## config.mk

```make
export PLATFORM = sky130hd
export DESIGN_NAME = pipe_sel_mux_flat
export DESIGN_NICKNAME = d
export VERILOG_FILES = /design/src/rtl/pipe_sel_mux_pkg.sv /design/src/rtl/pipe_sel_mux_if.sv /design/src/rtl/pipe_sel_mux_skid_reg.sv /design/src/rtl/pipe_sel_mux.sv /design/src/flat_wrapper.sv
export SDC_FILE = /design/constraint.sdc
export NUM_CORES = 1
export LEC_CHECK = 0
export CAP_MARGIN = 20
export CORE_ASPECT_RATIO = 0.9
export CORE_MARGIN = 2
export CORE_UTILIZATION = 57
export DETAILED_ROUTE_END_ITERATION = 8
export DONT_BUFFER_PORTS = 1
export PLACE_DENSITY = 0.75
export SLEW_MARGIN = 15
export SYNTH_ARGS = -nofsm -noshare
export SYNTH_HDL_FRONTEND = slang
export SYNTH_SLANG_ARGS = --single-unit
```

## constraint.sdc

```tcl
create_clock -name clk -period 1.55 [get_ports clk]
set_clock_uncertainty 0.2 [all_clocks]
set_input_delay 0.465 -clock clk [delete_from_list [all_inputs] [get_ports clk]]
set_output_delay 0.465 -clock clk [all_outputs]
set_load 0.05 [all_outputs]
```

## src/rtl/pipe_sel_mux_pkg.sv

```systemverilog
// -----------------------------------------------------------------------------
// pipe_pkg
// Shared constants for the pipelined select mux: default data width, default
// number of selectable inputs, and the word driven for an out-of-range select.
// -----------------------------------------------------------------------------
package pipe_pkg;

    localparam int DEFAULT_WIDTH  = 32;
    localparam int DEFAULT_NUM_IN = 3;

    // Data word delivered when the select does not name an existing input.
    localparam logic [DEFAULT_WIDTH-1:0] ZERO_WORD = '0;

endpackage : pipe_pkg

```

## src/rtl/pipe_sel_mux_if.sv

```systemverilog
// -----------------------------------------------------------------------------
// pipe_sel_mux_if
// Upstream offer and downstream result of pipe_sel_mux, as one bundle.
//   in_data     : NUM_IN*WIDTH flattened inputs, input k at [k*WIDTH +: WIDTH]
//   in_sel      : select, sampled together with in_data
//   in_valid    : upstream offer
//   in_ready    : mux can accept this cycle (registered)
//   out_data    : registered selected word
//   out_sel_err : select of this entry was out of range
//   out_valid   : out_data / out_sel_err are valid
//   out_ready   : downstream accepts
// master = the environment driving the mux, slave = the mux itself.
// -----------------------------------------------------------------------------
interface pipe_sel_mux_if import pipe_pkg::*; #(
    parameter int WIDTH  = DEFAULT_WIDTH,
    parameter int NUM_IN = DEFAULT_NUM_IN,
    parameter int SEL_W  = $clog2(NUM_IN)
);
    logic [NUM_IN*WIDTH-1:0] in_data;
    logic [SEL_W-1:0]        in_sel;
    logic                    in_valid;
    logic                    in_ready;
    logic [WIDTH-1:0]        out_data;
    logic                    out_sel_err;
    logic                    out_valid;
    logic                    out_ready;

    modport master (
        output in_data, in_sel, in_valid, out_ready,
        input  in_ready, out_data, out_sel_err, out_valid
    );

    modport slave (
        input  in_data, in_sel, in_valid, out_ready,
        output in_ready, out_data, out_sel_err, out_valid
    );

endinterface : pipe_sel_mux_if

```

## src/rtl/pipe_sel_mux_skid_reg.sv

```systemverilog
// -----------------------------------------------------------------------------
// skid_reg
// Two-entry skid buffer (main + skid register), strict FIFO order, with a
// registered ready that never depends combinationally on the downstream ready.
//   clk      : rising-edge clock
//   rst      : synchronous active-high reset, beats flush and all transfers
//   flush_i  : drop both entries, beats a simultaneous input transfer
//   data_i   : W-bit payload offered upstream
//   valid_i  : upstream offer
//   ready_o  : registered, equal to !skid_valid
//   data_o   : payload in the main register
//   valid_o  : main register holds an entry
//   ready_i  : downstream accepts
// -----------------------------------------------------------------------------
module skid_reg #(
    parameter int W = 33
) (
    input  logic         clk,
    input  logic         rst,
    input  logic         flush_i,
    input  logic [W-1:0] data_i,
    input  logic         valid_i,
    output logic         ready_o,
    output logic [W-1:0] data_o,
    output logic         valid_o,
    input  logic         ready_i
);

    logic [W-1:0] main_q, main_d;
    logic [W-1:0] skid_q, skid_d;
    logic         main_valid_q, main_valid_d;
    logic         skid_valid_q, skid_valid_d;
    logic         ready_q;

    logic in_xfer;
    logic out_xfer;

    assign in_xfer  = valid_i && ready_q;
    assign out_xfer = main_valid_q && ready_i;

    always_comb begin
        // NOTE: every next-state value gets its hold value first, so no path
        // through the branches below can leave one unassigned (no latches).
        main_d       = main_q;
        main_valid_d = main_valid_q;
        skid_d       = skid_q;
        skid_valid_d = skid_valid_q;

        if (flush_i) begin
            main_valid_d = 1'b0;
            skid_valid_d = 1'b0;
        end else if (!main_valid_q || out_xfer) begin
            // Main is free this cycle: the older skid entry goes first.
            if (skid_valid_q) begin
                main_d       = skid_q;
                main_valid_d = 1'b1;
                skid_valid_d = in_xfer;
                if (in_xfer) begin
                    skid_d = data_i;
                end
            end else begin
                main_valid_d = in_xfer;
                if (in_xfer) begin
                    main_d = data_i;
                end
            end
        end else if (in_xfer) begin
            // Main is stalled: park the new entry in skid.
            skid_d       = data_i;
            skid_valid_d = 1'b1;
        end
    end

    always_ff @(posedge clk) begin
        if (rst) begin
            // NOTE: the data registers are reset along with the valids because
            // out_data must read zero and the skid contents must be zero after
            // reset; pure storage would not normally need this.
            main_q       <= '0;
            skid_q       <= '0;
            main_valid_q <= 1'b0;
            skid_valid_q <= 1'b0;
            ready_q      <= 1'b1;
        end else begin
            // NOTE: non-blocking assignments so every register samples the
            // values from before this edge, whatever the statement order.
            main_q       <= main_d;
            skid_q       <= skid_d;
            main_valid_q <= main_valid_d;
            skid_valid_q <= skid_valid_d;
            ready_q      <= !skid_valid_d;
        end
    end

    assign ready_o = ready_q;
    assign data_o  = main_q;
    assign valid_o = main_valid_q;

endmodule : skid_reg

```

## src/rtl/pipe_sel_mux.sv

```systemverilog
// -----------------------------------------------------------------------------
// pipe_sel_mux
// Selects one of NUM_IN WIDTH-bit inputs and delivers it one cycle later
// through a two-entry skid buffer. An out-of-range select yields a zero word
// with out_sel_err set.
//   clk   : rising-edge clock
//   rst   : synchronous active-high reset
//   flush : synchronous discard of all buffered entries
//   bus   : slave side of pipe_sel_mux_if (in_data/in_sel/in_valid/in_ready,
//           out_data/out_sel_err/out_valid/out_ready)
// -----------------------------------------------------------------------------
module pipe_sel_mux import pipe_pkg::*; #(
    parameter int WIDTH  = DEFAULT_WIDTH,
    parameter int NUM_IN = DEFAULT_NUM_IN,
    parameter int SEL_W  = $clog2(NUM_IN)
) (
    input  logic           clk,
    input  logic           rst,
    input  logic           flush,
    pipe_sel_mux_if.slave  bus
);

    logic [WIDTH-1:0] sel_word;
    logic             sel_err;
    logic [WIDTH:0]   buf_out;

    // Start from the out-of-range result; a matching select overrides it.
    // Select codes >= NUM_IN never match, so they keep the error result.
    always_comb begin
        sel_word = WIDTH'(ZERO_WORD);
        sel_err  = 1'b1;
        for (int k = 0; k < NUM_IN; k++) begin
            if (bus.in_sel == SEL_W'(k)) begin
                sel_word = bus.in_data[k*WIDTH +: WIDTH];
                sel_err  = 1'b0;
            end
        end
    end

    // Error flag travels as the MSB of the buffered payload.
    skid_reg #(
        .W (WIDTH + 1)
    ) u_skid (
        .clk     (clk),
        .rst     (rst),
        .flush_i (flush),
        .data_i  ({sel_err, sel_word}),
        .valid_i (bus.in_valid),
        .ready_o (bus.in_ready),
        .data_o  (buf_out),
        .valid_o (bus.out_valid),
        .ready_i (bus.out_ready)
    );

    assign bus.out_data    = buf_out[WIDTH-1:0];
    assign bus.out_sel_err = buf_out[WIDTH];

endmodule : pipe_sel_mux

```

## src/flat_wrapper.sv

```systemverilog
// flat-port wrapper written by rule: the top's interface ports become plain ports
module pipe_sel_mux_flat import pipe_pkg::*;
#(
    parameter int WIDTH  = DEFAULT_WIDTH,
    parameter int NUM_IN = DEFAULT_NUM_IN,
    parameter int SEL_W  = $clog2(NUM_IN)
)
  (clk, rst, flush, bus_in_data, bus_in_sel, bus_in_valid, bus_out_ready, bus_in_ready, bus_out_data, bus_out_sel_err, bus_out_valid);
  pipe_sel_mux_if #(.WIDTH(WIDTH), .NUM_IN(NUM_IN), .SEL_W(SEL_W)) bus_i ();
  input  logic clk;
  input  logic rst;
  input  logic flush;
  input wire logic [$bits(bus_i.in_data)-1:0] bus_in_data;
  input wire logic [$bits(bus_i.in_sel)-1:0] bus_in_sel;
  input wire logic [$bits(bus_i.in_valid)-1:0] bus_in_valid;
  input wire logic [$bits(bus_i.out_ready)-1:0] bus_out_ready;
  output wire logic [$bits(bus_i.in_ready)-1:0] bus_in_ready;
  output wire logic [$bits(bus_i.out_data)-1:0] bus_out_data;
  output wire logic [$bits(bus_i.out_sel_err)-1:0] bus_out_sel_err;
  output wire logic [$bits(bus_i.out_valid)-1:0] bus_out_valid;
  assign bus_i.in_data = bus_in_data;
  assign bus_i.in_sel = bus_in_sel;
  assign bus_i.in_valid = bus_in_valid;
  assign bus_i.out_ready = bus_out_ready;
  assign bus_in_ready = bus_i.in_ready;
  assign bus_out_data = bus_i.out_data;
  assign bus_out_sel_err = bus_i.out_sel_err;
  assign bus_out_valid = bus_i.out_valid;
  pipe_sel_mux #(.WIDTH(WIDTH), .NUM_IN(NUM_IN), .SEL_W(SEL_W)) u_core (.clk(clk), .rst(rst), .flush(flush), .bus(bus_i));
endmodule
```

; Yosys cells after proc, flatten, opt, wreduce, memory -nomap -nowiden
; Cells that the tools add are included.
[word_totals]
regBits = 69
inputBits = 103
out_inout_bits = 35
[op_classes]
eq_ne = 3
n_mux = 16
n_bitwise = 1
n_reduce_logical = 10
[ops]
columns = operator, n
row1 = 33-bit 2-to-1 mux, 5
row2 = 32-bit 2-to-1 mux, 3
row3 = 1-bit 2-to-1 mux, 8
row4 = 3-bit AND reduction, 1
row5 = 2-bit by 1-bit equality test with 1-bit output (second input constant), 1
row6 = 2-bit equality test (second input constant), 1
row7 = 1-bit logical AND, 2
row8 = 1-bit logical NOT, 2
row9 = 2-bit logical NOT, 1
row10 = 2-bit != test (second input constant), 1
row11 = 2-bit AND reduction, 1
row12 = 2-bit nonzero test, 1
row13 = 2-bit OR reduction, 1
row14 = 1-bit logical OR, 1
row15 = 1-bit NOT, 1

; Depth between registers and ports, before layout
[logic_depth]
word_depth = 7
mapped_depth = 7

; Modules after synthesis
; A second synthesis with hierarchy kept.
[unflattened]
cells_unflattened = 424
hier_area_um2 = 4280.4
[by_module_without_submodules]
columns = mod, instances, cells_per_inst, area_per_inst_um2, seq_area_each_um2
row1 = skid_reg, 1, 346, 3333.2, 1381.3
row2 = pipe_sel_mux, 1, 78, 947.2, 0.0

; Worst setup path before layout
; OpenSTA, ideal clock, no wires.
[synth_path]
path_type = flip-flop to flip-flop
startpoint = reg u_core.u_skid.ready_q (netlist: u_core.u_skid.ready_o)
endpoint = reg u_core.u_skid.main_q[5] (netlist: u_core.u_skid.data_o[5])
setup_ns = 0.134
t_arrival_ns = 1.582
t_required_ns = 1.216
setup_slack_ns = -0.366
path_stages_with_launch = 7
path_buffers = 2
cell_sequence = dfxtp_1 a21oi_2 or3_1 buf_2 buf_6 nand2_1 a21oi_1
[synth_via]
elab_chain_cells = 3
[synth_rtl]
columns = element, line
row1 = from (decl), pipe_sel_mux_skid_reg.sv:33  ; logic ready_q;
row2 = from (signal assigned), pipe_sel_mux_skid_reg.sv:91  ; ready_q <= !skid_valid_d;
row3 = 1-bit logical AND, pipe_sel_mux_skid_reg.sv:38  ; assign in_xfer = valid_i && ready_q;
row4 = 2-bit nonzero test (no line), --
row5 = 3-bit AND reduction (no line), --
row6 = to (signal assigned), pipe_sel_mux_skid_reg.sv:87  ; main_q <= main_d;
row7 = to (decl), pipe_sel_mux_skid_reg.sv:29  ; logic [W-1:0] main_q, main_d;
; Every way passes these cells.
; A chain may end at the register's enable or synchronous reset.

; Worst setup path after layout
[layout_path]
startpoint = reg u_core.u_skid.main_valid_q (netlist: u_core.u_skid.valid_o)
endpoint = reg u_core.u_skid.main_q[17] (netlist: u_core.u_skid.data_o[17])
[layout_via]
elab_chain_cells = 3
elab_cells_between_ends = 4
cone_classes = reduce/logical (4)
[layout_rtl]
columns = element, line
row1 = from (decl), pipe_sel_mux_skid_reg.sv:31  ; logic main_valid_q, main_valid_d;
row2 = from (signal assigned), pipe_sel_mux_skid_reg.sv:89  ; main_valid_q <= main_valid_d;
row3 = 1-bit logical NOT or 1-bit logical AND (tied branches), "pipe_sel_mux_skid_reg.sv:52, pipe_sel_mux_skid_reg.sv:39"
row4 = 1-bit logical OR *, pipe_sel_mux_skid_reg.sv:52  ; end else if (!main_valid_q || out_xfer) begin
row5 = 3-bit AND reduction (no line) *, --
; Every way passes the cells marked *; elsewhere a longest branch is shown, timed or not.

==> metrics.cfg <==
[worst_setup_path]
path_cells=nor2b_4 > buf_4 > nor3_4 > buf_12 > clkbuf_16 > o211ai_1 > a21oi_1
path_buf_inv=3
path_depth=7
ff2ff_path_depth=7
critical-path-top-delay-family=buffers and inverters
r2r_slack_ns=-0.07
crit_path_end_kind=flip-flop
cp_max_fo=16
r2r-end=u_core.u_skid.data_o[17]
endpoint=u_core.u_skid.data_o[17]
critPathMaxStageDelay_ns=0.36
crit_type=flip-flop to flip-flop
crit_start=u_core.u_skid.valid_o
start_kind=flip-flop
cpMaxStageDelayCell=dfxtp_4
cp_data_required_time_ns=1.62
reg2reg_from=u_core.u_skid.valid_o
crit_arrival_ns=1.70

[detailed_routing]
wl_per_cell_um=17.0
drc=0
via_count=3090
drt_iter0_drc=166
routed_wl_um=8840
postRouteAntennaNets=0
vias_per_cell=5.95
first_pass_iters=4

[cts]
clockRootBuffer=clkbuf_8
numCtsBuffers=9
cts_tree=built
h-tree-depth=3
clk_pin_slew_ns=0.07
cts.sinks=69
clock_path_buffers=2
clock_latency_ns=0.34

[synth]
ys_types=30
synthTopCellsByArea=dfxtp_1 (39%), mux2i_1 (9.0%), o2bb2ai_1 (7.9%)
synthArstFlopShare_pct=0
synth.ff_latch_count=69
synth_largest_area_cell=dfxtp_1
synth.most_common_cell=dfxtp_1
synth.top_cells.by_count=dfxtp_1 (69), nor2_1 (66), nand2_1 (34)
syn_nets=522
ys_seq_area_share_pct=38.7
syn_avg_cell_area_um2=8.52
synthCells=419
yosys_warnings=0
ys.flop_type=dfxtp_1
synth_edf_count=0
syn_area_um2=3570
synth_top_area_share_pct=38.7

[sta]
hold_viol_final=13
worst_slack_ns=-0.0708
whs_ns=-0.0192
period_share_pct=105
fmax_ghz=0.617
finalSetupViolCount=44
rsz0062_at_grt=true
finalMaxSlewViolations=0
worstMarginPinSlew_ns=0.383
finalCriticalPeriod_ns=1.62
max_slew_margin_pct=74.5

[hold_path]
hp-class=primary input to flip-flop
hp-start=rst

[grt]
grt_pass1_vias=2723
grtUsageTotal_pct=24.0
grt_max_degree=68
grt-ovfl-total=0
grt_pass1_wl_um=13000
antenna_found_initial=0

[status]
violations=hold timing, setup timing
outcome=finished with violations

[power]
p_leak_nw=1.58
power_density_nw_per_um2=938
peakVddDrop_mv=0.650

[floorplan]
coreArea_um2=6080
die_w_um=87.4
fp.dieH_um=79.1
pin_count=138
rows=27
dieArea_um2=6910
initial_core_util_pct=58.7

[place]
dpl.hpwl_um=5320
place_congestion=0.832
portBuffers=0
post-place-cells=499

[cells_and_area]
fin_util_pct=70.7
synthToLayoutAreaGrowth_pct=20.5
num_antenna_cells=0
nFillCells=485
drive_gt1_share_pct=23.5
final_cells=519
nets=546

[job]
maxCapViolations=0

power by group:
part	switching (mW)	internal, mW	leakage, nW
logic	0.349	0.251	0.901
clock network	0.655	0.932	0.112
registers	0.0245	1.82	0.563
total	1.03	3.01	1.58
worst min-delay path by stage:
stage                               end  slack, ns  depth (start not counted)
5_1_grt        u_core.u_skid.data_o[20]      -0.04                          1
3_5_place_dp    u_core.u_skid.data_o[1]       0.24                          2
4_1_cts         u_core.u_skid.data_o[1]      -0.03                          1
3_3_place_gp   u_core.u_skid.data_o[30]       0.24                          2
2_1_floorplan  u_core.u_skid.skid_q[32]       0.25                          2
6_report       u_core.u_skid.data_o[20]      -0.02                          1
final cells by class:
class | instances | area (um^2) | area share, %
clock buffer | 10 | 138 | 3.20
clock inverter | 5 | 75.1 | 1.75
inverter | 2 | 7.51 | 0.175
multi-input combinational | 310 | 2000 | 46.5
sequential | 69 | 1400 | 32.5
tap | 72 | 90.1 | 2.09
timing repair buffer | 51 | 592 | 13.8
timing repair:
item                                    4_1_cts  5_1_grt
hold endpoints to repair                     66       56
gates cloned                                  0        4
setup buffers                                 0        1
endpoints found under the setup margin       39       83
gates resized for setup                      10       24
pin swaps                                     2        4
layout by cell type (no fill, tap or decap), types with 5 or more instances in the layout:
master,instances
dfxtp_1,61
nor2_1,57
nand2_1,34
a21oi_1,33
mux2i_1,32
nand2b_1,32
o211ai_1,32
o2bb2ai_1,31
nor3_1,23
buf_6,21
buf_4,20
nor3_2,10
clkbuf_8,10
nor2_2,9
buf_12,5
dfxtp_2,5
through the flow:
step / hold WS (ns) / setup slack [ns] / TNS [ns] / area [um^2] / power, mW
after floorplan: 0.248 / -0.109 / -3.95 / 3660 / 2.37
after global placement: 0.236 / -0.132 / -5.23 / 3870 / 2.42
after detailed placement: 0.243 / -0.141 / -5.78 / 3870 / 2.43
after CTS: -0.0261 / -0.0305 / -0.145 / 4120 / 4.01
after global routing: -0.0351 / -0.138 / -5.91 / 4300 / 4.19
final: -0.0192 / -0.0708 / -1.50 / 4300 / 4.03
routing by layer:
layer / global-route usage (%) / routed length (um) / vias to the layer above
met4: 6.46 / 93 / 0
met5: 0 / 0 / -
met3: 8.11 / 665 / 11
met1: 30.6 / 3760 / 1442
li1: - / - / 1532
met2: 38.6 / 4320 / 105
worst register-to-register path: stages (launching register included):
cell       delay, ns
dfxtp_4         0.36
nor2b_4         0.13
buf_4           0.13
nor3_4          0.15
buf_12          0.16
clkbuf_16       0.18
o211ai_1        0.10
a21oi_1         0.15
cells by family after synthesis:
group	synth area share (%)
and+or+nand+nor	24.0
AOI/OAI and AO/OA	21.0
DFF	38.7
buffers and inverters	7.36
muxes	8.97
flip-flops by register name, summed over array words and instances (netlist names):
register / count
u_core.u_skid.valid_o: 1
u_core.u_skid.ready_o: 1
u_core.u_skid.skid_q: 33
u_core.u_skid.data_o: 33
u_core.u_skid.skid_valid_q: 1
Note: power is estimated with default switching activity, not from simulation.
